File: src/rtl/umi_gpio_pkg.sv
// Shared types, register-map constants and UMI packet helpers for the GPIO bank endpoint.
// Opcode values mirror umi_messages.vh so this slice elaborates stand-alone.
package umi_gpio_pkg;

    typedef enum logic [0:0] {
        IDLE = 1'b0,
        RESP = 1'b1
    } gpio_state_t;

    localparam int          REG_STRIDE = 16;
    localparam int          OUT_OFFSET = 0;
    localparam int          IN_OFFSET  = 8;
    localparam logic [15:0] ERR_MAX    = 16'hFFFF;

    localparam logic [7:0] UMI_WRITE_POSTED   = 8'h01;
    localparam logic [7:0] UMI_WRITE_RESPONSE = 8'h02;
    localparam logic [7:0] UMI_READ_REQUEST   = 8'h08;

    typedef struct packed {
        logic [7:0]  opcode;
        logic [2:0]  size;
        logic [63:0] dstaddr;
        logic [63:0] srcaddr;
        logic [63:0] data;
    } umi_pkt_t;

    // Packet layout: [7:0] opcode, [10:8] size, [95:32] dstaddr, [159:96] srcaddr, [223:160] data.
    function automatic logic [255:0] umi_pack(input umi_pkt_t p);
        logic [255:0] pkt;
        pkt            = '0;
        pkt[7:0]       = p.opcode;
        pkt[10:8]      = p.size;
        pkt[95:32]     = p.dstaddr;
        pkt[159:96]    = p.srcaddr;
        pkt[223:160]   = p.data;
        return pkt;
    endfunction

    function automatic umi_pkt_t umi_unpack(input logic [255:0] pkt);
        umi_pkt_t p;
        p.opcode  = pkt[7:0];
        p.size    = pkt[10:8];
        p.dstaddr = pkt[95:32];
        p.srcaddr = pkt[159:96];
        p.data    = pkt[223:160];
        return p;
    endfunction

    // Bytes touched by a write of 2^size bytes, clamped to the register width.
    function automatic int umi_byte_count(input logic [2:0] size, input int max_bytes);
        int n;
        n = 1 << size;
        return (n > max_bytes) ? max_bytes : n;
    endfunction

endpackage

File: src/rtl/umi_gpio_decode.sv
// Combinational address/opcode decode for the GPIO bank register window.
import umi_gpio_pkg::*;

module umi_gpio_decode #(
    parameter int          NBANKS    = 4,
    parameter int          BANK_W    = 2,
    parameter logic [63:0] BASE_ADDR = 64'h0
) (
    input  logic [63:0]       dstaddr,
    input  logic [7:0]        opcode,
    output logic [BANK_W-1:0] bank,
    output logic              sel_in,
    output logic              in_range,
    output logic              is_read,
    output logic              is_write,
    output logic              reject
);

    logic [63:0] off;

    // Addresses below the base wrap to huge offsets and fall out of range.
    assign off      = dstaddr - BASE_ADDR;
    assign in_range = (off < 64'(REG_STRIDE * NBANKS));
    assign sel_in   = off[3];
    assign bank     = off[4 +: BANK_W];
    assign is_read  = (opcode == UMI_READ_REQUEST);
    assign is_write = (opcode == UMI_WRITE_POSTED);
    assign reject   = !in_range || !(is_read || is_write) || (is_write && sel_in);

endmodule

File: src/rtl/umi_gpio_bank.sv
// Multi-bank GPIO endpoint on a UMI request/response port pair.
// Build option UMI_GPIO_BANK_SYNC_EN adds a 2-flop synchronizer on gpio_in.
import umi_gpio_pkg::*;

module umi_gpio_bank #(
    parameter int          NBANKS    = 4,
    parameter int          RWIDTH    = 32,
    parameter int          WWIDTH    = 32,
    parameter logic [63:0] BASE_ADDR = 64'h0,
    parameter logic [63:0] OUT_RESET = 64'h0
) (
    input  logic                     clk,
    input  logic                     rst,
    input  logic [NBANKS*RWIDTH-1:0] gpio_in,
    output logic [NBANKS*WWIDTH-1:0] gpio_out,
    output logic [255:0]             umi_out_packet,
    output logic                     umi_out_valid,
    input  logic                     umi_out_ready,
    input  logic [255:0]             umi_in_packet,
    input  logic                     umi_in_valid,
    output logic                     umi_in_ready,
    output logic [15:0]              err_count
);

    localparam int BANK_W = (NBANKS > 1) ? $clog2(NBANKS) : 1;
    localparam int WBYTES = WWIDTH / 8;

    gpio_state_t              state, state_nxt;
    umi_pkt_t                 req;
    umi_pkt_t                 rsp_pkt;
    logic [BANK_W-1:0]        bank;
    logic                     sel_in, in_range, is_read, is_write, reject;
    logic                     accept, wr_en, rsp_load, rsp_done;
    int                       wr_bytes;
    logic [WWIDTH-1:0]        out_q [NBANKS];
    logic [NBANKS*RWIDTH-1:0] pins;
    logic [63:0]              rd_word;
    logic [63:0]              rsp_dst_p1, rsp_data_p1;
    logic [2:0]               rsp_size_p1;
    logic                     vld_p1;
    logic [15:0]              err_q;

    assign req = umi_unpack(umi_in_packet);

    umi_gpio_decode #(
        .NBANKS    (NBANKS),
        .BANK_W    (BANK_W),
        .BASE_ADDR (BASE_ADDR)
    ) u_decode (
        .dstaddr  (req.dstaddr),
        .opcode   (req.opcode),
        .bank     (bank),
        .sel_in   (sel_in),
        .in_range (in_range),
        .is_read  (is_read),
        .is_write (is_write),
        .reject   (reject)
    );

    assign umi_in_ready = (state == IDLE);
    assign accept       = umi_in_valid && umi_in_ready;
    assign wr_en        = accept && is_write && !reject;
    // Rejected reads still answer (with zero data) so the requester never stalls.
    assign rsp_load     = accept && is_read;
    assign rsp_done     = vld_p1 && umi_out_ready;
    assign wr_bytes     = umi_byte_count(req.size, WBYTES);

    always_ff @(posedge clk) begin
        if (rst) state <= IDLE;
        else     state <= state_nxt;
    end

    always_comb begin
        state_nxt = state;
        case (state)
            IDLE:    if (rsp_load) state_nxt = RESP;
            RESP:    if (rsp_done) state_nxt = IDLE;
            default: state_nxt = IDLE;
        endcase
    end

`ifdef UMI_GPIO_BANK_SYNC_EN
    logic [NBANKS*RWIDTH-1:0] sync_p0, sync_p1;

    // Stage 0/1: two-flop synchronizer on the input pins
    always_ff @(posedge clk) begin
        if (rst) begin
            sync_p0 <= '0;
            sync_p1 <= '0;
        end else begin
            sync_p0 <= gpio_in;
            sync_p1 <= sync_p0;
        end
    end
    assign pins = sync_p1;
`else
    assign pins = gpio_in;
`endif

    always_comb begin
        rd_word = '0;
        if (!reject) begin
            if (sel_in) rd_word[RWIDTH-1:0] = pins[int'(bank)*RWIDTH +: RWIDTH];
            else        rd_word[WWIDTH-1:0] = out_q[bank];
        end
    end

    always_ff @(posedge clk) begin
        if (rst) begin
            for (int k = 0; k < NBANKS; k++) out_q[k] <= OUT_RESET[WWIDTH-1:0];
        end else if (wr_en) begin
            for (int b = 0; b < WBYTES; b++) begin
                if (b < wr_bytes) out_q[bank][b*8 +: 8] <= req.data[b*8 +: 8];
            end
        end
    end

    for (genvar k = 0; k < NBANKS; k++) begin : g_out
        assign gpio_out[k*WWIDTH +: WWIDTH] = out_q[k];
    end

    // Stage 1: captured read response, held until the consumer takes it
    always_ff @(posedge clk) begin
        if (rst)           vld_p1 <= 1'b0;
        else if (rsp_load) vld_p1 <= 1'b1;
        else if (rsp_done) vld_p1 <= 1'b0;
    end

    always_ff @(posedge clk) begin
        if (rsp_load) begin
            rsp_dst_p1  <= req.srcaddr;
            rsp_size_p1 <= req.size;
            rsp_data_p1 <= rd_word;
        end
    end

    always_comb begin
        rsp_pkt         = '0;
        rsp_pkt.opcode  = UMI_WRITE_RESPONSE;
        rsp_pkt.size    = rsp_size_p1;
        rsp_pkt.dstaddr = rsp_dst_p1;
        rsp_pkt.srcaddr = '0;
        rsp_pkt.data    = rsp_data_p1;
    end

    assign umi_out_packet = umi_pack(rsp_pkt);
    assign umi_out_valid  = vld_p1;

    always_ff @(posedge clk) begin
        if (rst)                                   err_q <= '0;
        else if (accept && reject && err_q != ERR_MAX) err_q <= err_q + 16'd1;
    end

    assign err_count = err_q;

endmodule

File: config.mk
export PLATFORM = sky130hd
export DESIGN_NAME = umi_gpio_bank
export DESIGN_NICKNAME = d
export VERILOG_FILES = /design/src/rtl/umi_gpio_pkg.sv /design/src/rtl/umi_gpio_decode.sv /design/src/rtl/umi_gpio_bank.sv
export SDC_FILE = /design/constraint.sdc
export NUM_CORES = 1
export LEC_CHECK = 0
export CORE_AREA = 2 2 303 305
export CTS_CLUSTER_DIAMETER = 150
export DETAILED_ROUTE_END_ITERATION = 12
export DIE_AREA = 0 0 305 307
export GPL_ROUTABILITY_DRIVEN = 0
export PLACE_DENSITY = 0.35
export SLEW_MARGIN = 5
export SYNTH_ARGS = -nofsm -noshare
export SYNTH_HDL_FRONTEND = slang
export SYNTH_SLANG_ARGS = --single-unit
File: constraint.sdc
create_clock -name clk -period 5 [get_ports clk]
set_input_delay 1 -clock clk [delete_from_list [all_inputs] [get_ports clk]]
set_output_delay 1 -clock clk [all_outputs]
set_load 0.05 [all_outputs]
==> results.py, run 1 <==
metrics = {
    "setup_path": {
        "r2r_cells": 6,
        "r2r_setup_slack_ns": 1.86,
        "r2r_end": "out_q[0][9]",
        "crit_arrival_ns": 3.93,
        "crit_end": "out_q[0][9]",
        "r2r_start": "state",
        "worst_setup_path_start_kind": "input pin",
        "path_max_fanout": 9,
        "worstPathRequired_ns": 5.19,
        "critPathCaptureType": "flip-flop",
        "critPathKind": "input pin to flip-flop",
        "startpoint": "umi_in_valid",
    },
    "routing": {
        "viasPerCell": 3.38,
        "drc_errors": 0,
        "ant_nets": 0,
        "wirelength_mm": 55.4,
        "drtPass1Iterations": 4,
        "wl_per_cell_um": 20.8,
        "drt_iter0_drc": 364,
        "vias": 8977,
    },
    "logic_synthesis": {
        "synth_area_leader_cell": "edfxtp_1",
        "ys_types": 49,
        "synth.most_common_cell": "edfxtp_1",
        "yosys_warnings": 0,
        "synth_top_area_share_pct": 56.1,
        "synth_area_um2": 12200,
        "synth.avg_cell_area_um2": 13.6,
        "yosysSeqAreaShare_pct": 59.0,
        "synthFlopType": "edfxtp_1",
        "synth_edf_count": 227,
        "synthTopCellsByArea": "edfxtp_1, mux4_2, buf_4",
        "synth.cells.most_frequent": "edfxtp_1, buf_4, nor2_1, mux4_2, nand2_1",
        "synth_cells": 895,
        "synthArstFlopShare_pct": 0,
        "ys_seq_elements": 245,
    },
    "cells_and_area": {
        "fin_cells": 2658,
        "area_delta_synth_final_pct": 60.3,
        "seq_area_um2": 7180,
        "drive_above_1_share_pct": 11.3,
        "post-route-util_pct": 21.5,
        "final_nets": 1834,
        "nFillCells": 9732,
        "multi_input_area_um2": 4160,
    },
    "global_route": {
        "grt_pass1_vias": 9510,
        "grt_pass1_wl_mm": 74.9,
        "antenna_found_initial": 3,
        "grt_max_degree": 65,
        "grt-ovfl-total": 0,
        "grtUsageTotal_pct": 11.4,
    },
    "power_and_ir_drop": {
        "peakVddDrop_mv": 0.160,
        "leakage_nw": 6.64,
        "powerDensity_nw_per_um2": 294,
    },
    "floorplanning": {
        "core.rowCount": 111,
        "die_area_um2": 93600,
        "ios": 790,
        "die_w_um": 305,
        "die-height_um": 307,
        "start_util_pct": 13.4,
        "core_um2": 90700,
    },
    "clock_tree": {
        "cts_sinks": 245,
        "clock_path_buffers": 3,
        "tritoncts.num_buffers": 35,
        "clk_latency_ns": 0.54,
        "cts_setup_buffers": 0,
        "hold_buffers": 0,
        "htree_levels": 2,
        "cts-root-buf": "clkbuf_16",
        "cts_tree": "built",
        "clkSlewWorstSetupHoldPaths_ns": 0.05,
        "cts_resized": 0,
    },
    "sta": {
        "drv_slew": 0,
        "hold_violations": 0,
        "fmax_mhz": 267,
        "setup_tns_ns": 0,
        "worst_slew_pin_slew_ns": 0.873,
        "finalCritPeriodShare_pct": 74.9,
        "setup_viol": 0,
        "rsz0062_at_grt": "no",
        "skew_ns": 0.0260,
        "finalCriticalPeriod_ns": 3.75,
        "max_slew_margin_pct": 41.8,
    },
    "place": {
        "dp_cells": 2594,
        "dpl.hpwl_mm": 42.5,
        "io_buffers": 544,
    },
    "min_path": {
        "worstHoldPathType": "flip-flop to flip-flop",
    },
    "outcome": {
        "outcome": "finished, final reports clean",
    },
    "flow_run": {
        "maxCapViolCount": 0,
    },
}
## worst min-delay path by stage
stage,start,to,slack [ns],cells past startpoint
6_report,err_count[9],err_count[9],0.50,2
5_1_grt,err_count[15],err_count[15],0.54,2
4_1_cts,err_count[9],err_count[9],0.51,2
3_5_place_dp,err_count[9],err_count[9],0.50,2
3_3_place_gp,umi_out_valid,umi_out_valid,0.49,2
2_1_floorplan,state,state,0.48,2
## worst max-delay path, cell delays in order
cell and delay [ns]:
clkdlybuf4s50_1 0.45, nor2b_4 0.30, nand4_1 0.21, nor4_2 0.54
nand3_1 0.38, or3_1 0.61, nand2_1 0.42
## power by group
| group | total [mW] | internal (mW) | switching [mW] |
|---|---|---|---|
| Sequential | 2.32 | 2.29 | 0.0353 |
| Combinational | 1.12 | 0.410 | 0.709 |
| Clock | 2.28 | 1.31 | 0.970 |
## registers in the layout (all words and copies together), names as in the netlist
signal	cells
umi_out_valid	1
rsp_data_p1	32
out_q	128
err_count	16
state	1
rsp_size_p1	3
rsp_dst_p1	64
## kinds of logic after synthesis
logic type | after synthesis | share of synthesized area (%)
AND/OR/NAND/NOR | 303 | 12.4
flip-flops | 245 | 59.0
buffers and inverters | 212 | 11.8
multiplexers | 101 | 15.0
AO/OA/AOI/OAI | 31 | 1.69
other | 2 | 0.0618
adder cells (fa/ha/maj) | 1 | 0.103
## layout make-up
cell class	instances	share of cell area, %
Tap cell	1186	7.61
Clock buffer	49	4.81
Antenna cell	2	0.0257
Clock inverter	13	0.424
Inverter	4	0.109
Timing Repair Buffer	566	28.9
Sequential cell	245	36.8
Multi-Input combinational cell	593	21.3
## per-stage QoR
stage / hold slack, ns / area [um2] / power (mW) / setup slack [ns]
2_1_floorplan: 0.483 / 12700 / 3.11 / 1.10
3_3_place_gp: 0.488 / 18500 / 3.50 / 0.542
3_5_place_dp: 0.496 / 18500 / 3.50 / 0.498
4_1_cts: 0.510 / 19500 / 5.87 / 1.09
5_1_grt: 0.539 / 19500 / 5.97 / 0.920
6_report: 0.502 / 19500 / 5.72 / 1.25
## metal layers
layer  wire length, um  vias to the layer above  track usage [%]
li1                  -                     4091                -
met1             22500                     4375             13.6
met2             27300                      459             19.8
met3              4660                       50             3.79
met4               861                        2             2.23
met5                14                        -                0
## cell usage in the layout, fill, tap and decap left out, types with 3 or more instances in the layout
cell / n
clkdlybuf4s50_1: 541
edfxtp_1: 227
conb_1: 157
nor2_1: 156
mux4_2: 64
nand2_1: 49
clkbuf_16: 35
mux2i_1: 32
buf_4: 22
nor4_1: 20
dfxtp_1: 18
clkbuf_1: 13
a21oi_1: 11
nand4_1: 9
nor2_4: 8
nor2b_1: 6
nand3_1: 6
or4_1: 6
and3_1: 6
clkinv_1: 6
nand2b_1: 5
clkinv_2: 5
mux2_2: 5
o31ai_1: 5
nor4_2: 4
or2_1: 4
o21ai_1: 4
or3_1: 4
nand2_2: 3
o21a_1: 3
o21ai_0: 3
Note: power is estimated with default switching activity, not from simulation.
==> inputs of run 2 (changes only) <==
- clock period: 5 -> 3.6 ns (I/O delays scaled with it)
==> results.py, run 2 (same netlist as run 1, synthesis figures left out) <==
metrics = {
    "clock_tree": {
        "cts-root-buf": "clkbuf_16",
        "hold_buffers": 0,
        "tritoncts.num_buffers": 36,
        "clkSlewWorstSetupHoldPaths_ns": 0.05,
        "cts_setup_buffers": 0,
        "htree_levels": 2,
        "cts_sinks": 245,
        "clk_latency_ns": 0.54,
        "cts_tree": "built",
        "cts_resized": 0,
        "clock_path_buffers": 3,
    },
    "global_route": {
        "antenna_found_initial": 8,
        "grt_pass1_vias": 9577,
        "grt_max_degree": 41,
        "grt-ovfl-total": 0,
        "grtUsageTotal_pct": 11.5,
        "grt_pass1_wl_mm": 75.9,
    },
    "sta": {
        "finalCriticalPeriod_ns": 2.95,
        "finalCritPeriodShare_pct": 82.0,
        "drv_slew": 0,
        "worst_slew_pin_slew_ns": 0.830,
        "fmax_mhz": 339,
        "skew_ns": 0.0304,
        "hold_slack_ns": 0.493,
        "setup_tns_ns": 0,
        "rsz0062_at_grt": "no",
        "max_slew_margin_pct": 44.6,
        "hold_violations": 0,
        "setup_viol": 0,
    },
    "routing": {
        "wl_per_cell_um": 20.7,
        "drtPass1Iterations": 4,
        "viasPerCell": 3.42,
        "wirelength_mm": 55.9,
        "drt_iter0_drc": 395,
        "highest_layer": "met5",
        "drc_errors": 0,
        "route.met2.wl_mm": 27.2,
        "met1Wirelength_mm": 21.9,
        "ant_nets": 0,
        "vias": 9244,
        "route.met3.wl_mm": 5.51,
    },
    "outcome": {
        "outcome": "finished, final reports clean",
    },
    "setup_path": {
        "critPathKind": "input pin to flip-flop",
        "slowest_delay_ns": 0.57,
        "r2r_setup_slack_ns": 1.12,
        "crit_family": "simple AND/OR/NAND/NOR gates",
        "crit_arrival_ns": 3.18,
        "startpoint": "umi_in_packet[44]",
        "worst_path_max_delay_cell": "or3_2",
        "path_buf_inv": 3,
        "worstPathRequired_ns": 3.83,
        "critPathCaptureType": "flip-flop",
        "crit_chain": "clkdlybuf4s50_1 > nor4_1 > nand4_1 > nor4_2 > buf_4 > o311ai_2 > or3_2 > nand2_2 > buf_4",
        "crit_top_cell": "buf_4",
        "r2r_start": "state",
        "path_max_fanout": 4,
        "worst_setup_path_start_kind": "input pin",
    },
    "cells_and_area": {
        "top_regs": "out_q (128), rsp_dst_p1 (64), rsp_data_p1 (32)",
        "regMostFlops": "out_q",
        "area_delta_synth_final_pct": 64.4,
        "drive_above_1_share_pct": 14.1,
        "post-route-util_pct": 22.0,
        "final_nets": 1883,
        "mostFrequentLayoutCell": "clkdlybuf4s50_1",
        "final_cell_mix": "clkdlybuf4s50_1, edfxtp_1, conb_1",
        "largest_register_ff_count": 128,
    },
    "floorplanning": {
        "die_w_um": 305,
        "core_um2": 90700,
        "die_area_um2": 93600,
        "start_util_pct": 13.4,
        "die-height_um": 307,
        "core.rowCount": 111,
        "ios": 790,
    },
    "place": {
        "io_buffers": 544,
        "dpl.hpwl_mm": 44.0,
    },
    "min_path": {
        "hold_path.startpoint": "umi_out_valid",
        "worstHoldPathType": "flip-flop to flip-flop",
    },
    "power_and_ir_drop": {
        "power_mw": 8.02,
        "peakVddDrop_mv": 0.239,
        "powerDensity_nw_per_um2": 401,
        "leakage_nw": 6.91,
    },
    "flow_run": {
        "maxCapViolCount": 0,
    },
}
-- run 2: final timing paths --
kind,to,cells after the start
worst min register to register,umi_out_valid,2
worst min-delay path,umi_out_valid,2
worst max-delay path,out_q[0][27],9
worst max register to register,out_q[0][27],8
-- run 2: final cells by class --
type	instances	area, um2
Multi-Input combinational cell	593	4160
Antenna cell	2	5.00
Clock buffer	48	956
Inverter	4	20.0
Fill cell	9715	70700
Clock inverter	12	68.8
Sequential cell	245	7180
Timing Repair Buffer	614	6120
Tap cell	1186	1480
-- run 2: per-stage QoR --
stage	cells	area [um2]	worst slack (ns)
after global routing	2702	20000	0.447
after CTS	2702	20000	0.560
after global placement	2642	19000	0.0148
after floorplan	1050	12700	0.538
final	2704	20000	0.649
after detailed placement	2642	19000	0.00215
-- run 2: power by group --
group / total (mW) / leakage, nW / switching [mW] / internal (mW)
clock network: 3.20 / 0.494 / 1.35 / 1.85
registers: 3.23 / 2.18 / 0.0508 / 3.18
logic: 1.59 / 4.24 / 0.996 / 0.598
total: 8.02 / 6.91 / 2.39 / 5.63
-- run 2: routing by layer --
metal,GRT usage (%),up-vias
li1,-,4174
met1,13.2,4494
met2,19.8,495
met3,4.45,71
met4,3.07,10
met5,0,-
-- run 2: worst reg2reg max path, stage by stage, from the launching register on --
cell      delay (ns)
dfxtp_1         0.34
nor2b_4         0.12
nand4_1         0.16
nor4_2          0.32
buf_4           0.17
o311ai_2        0.21
or3_2           0.57
nand2_2         0.14
buf_4           0.14
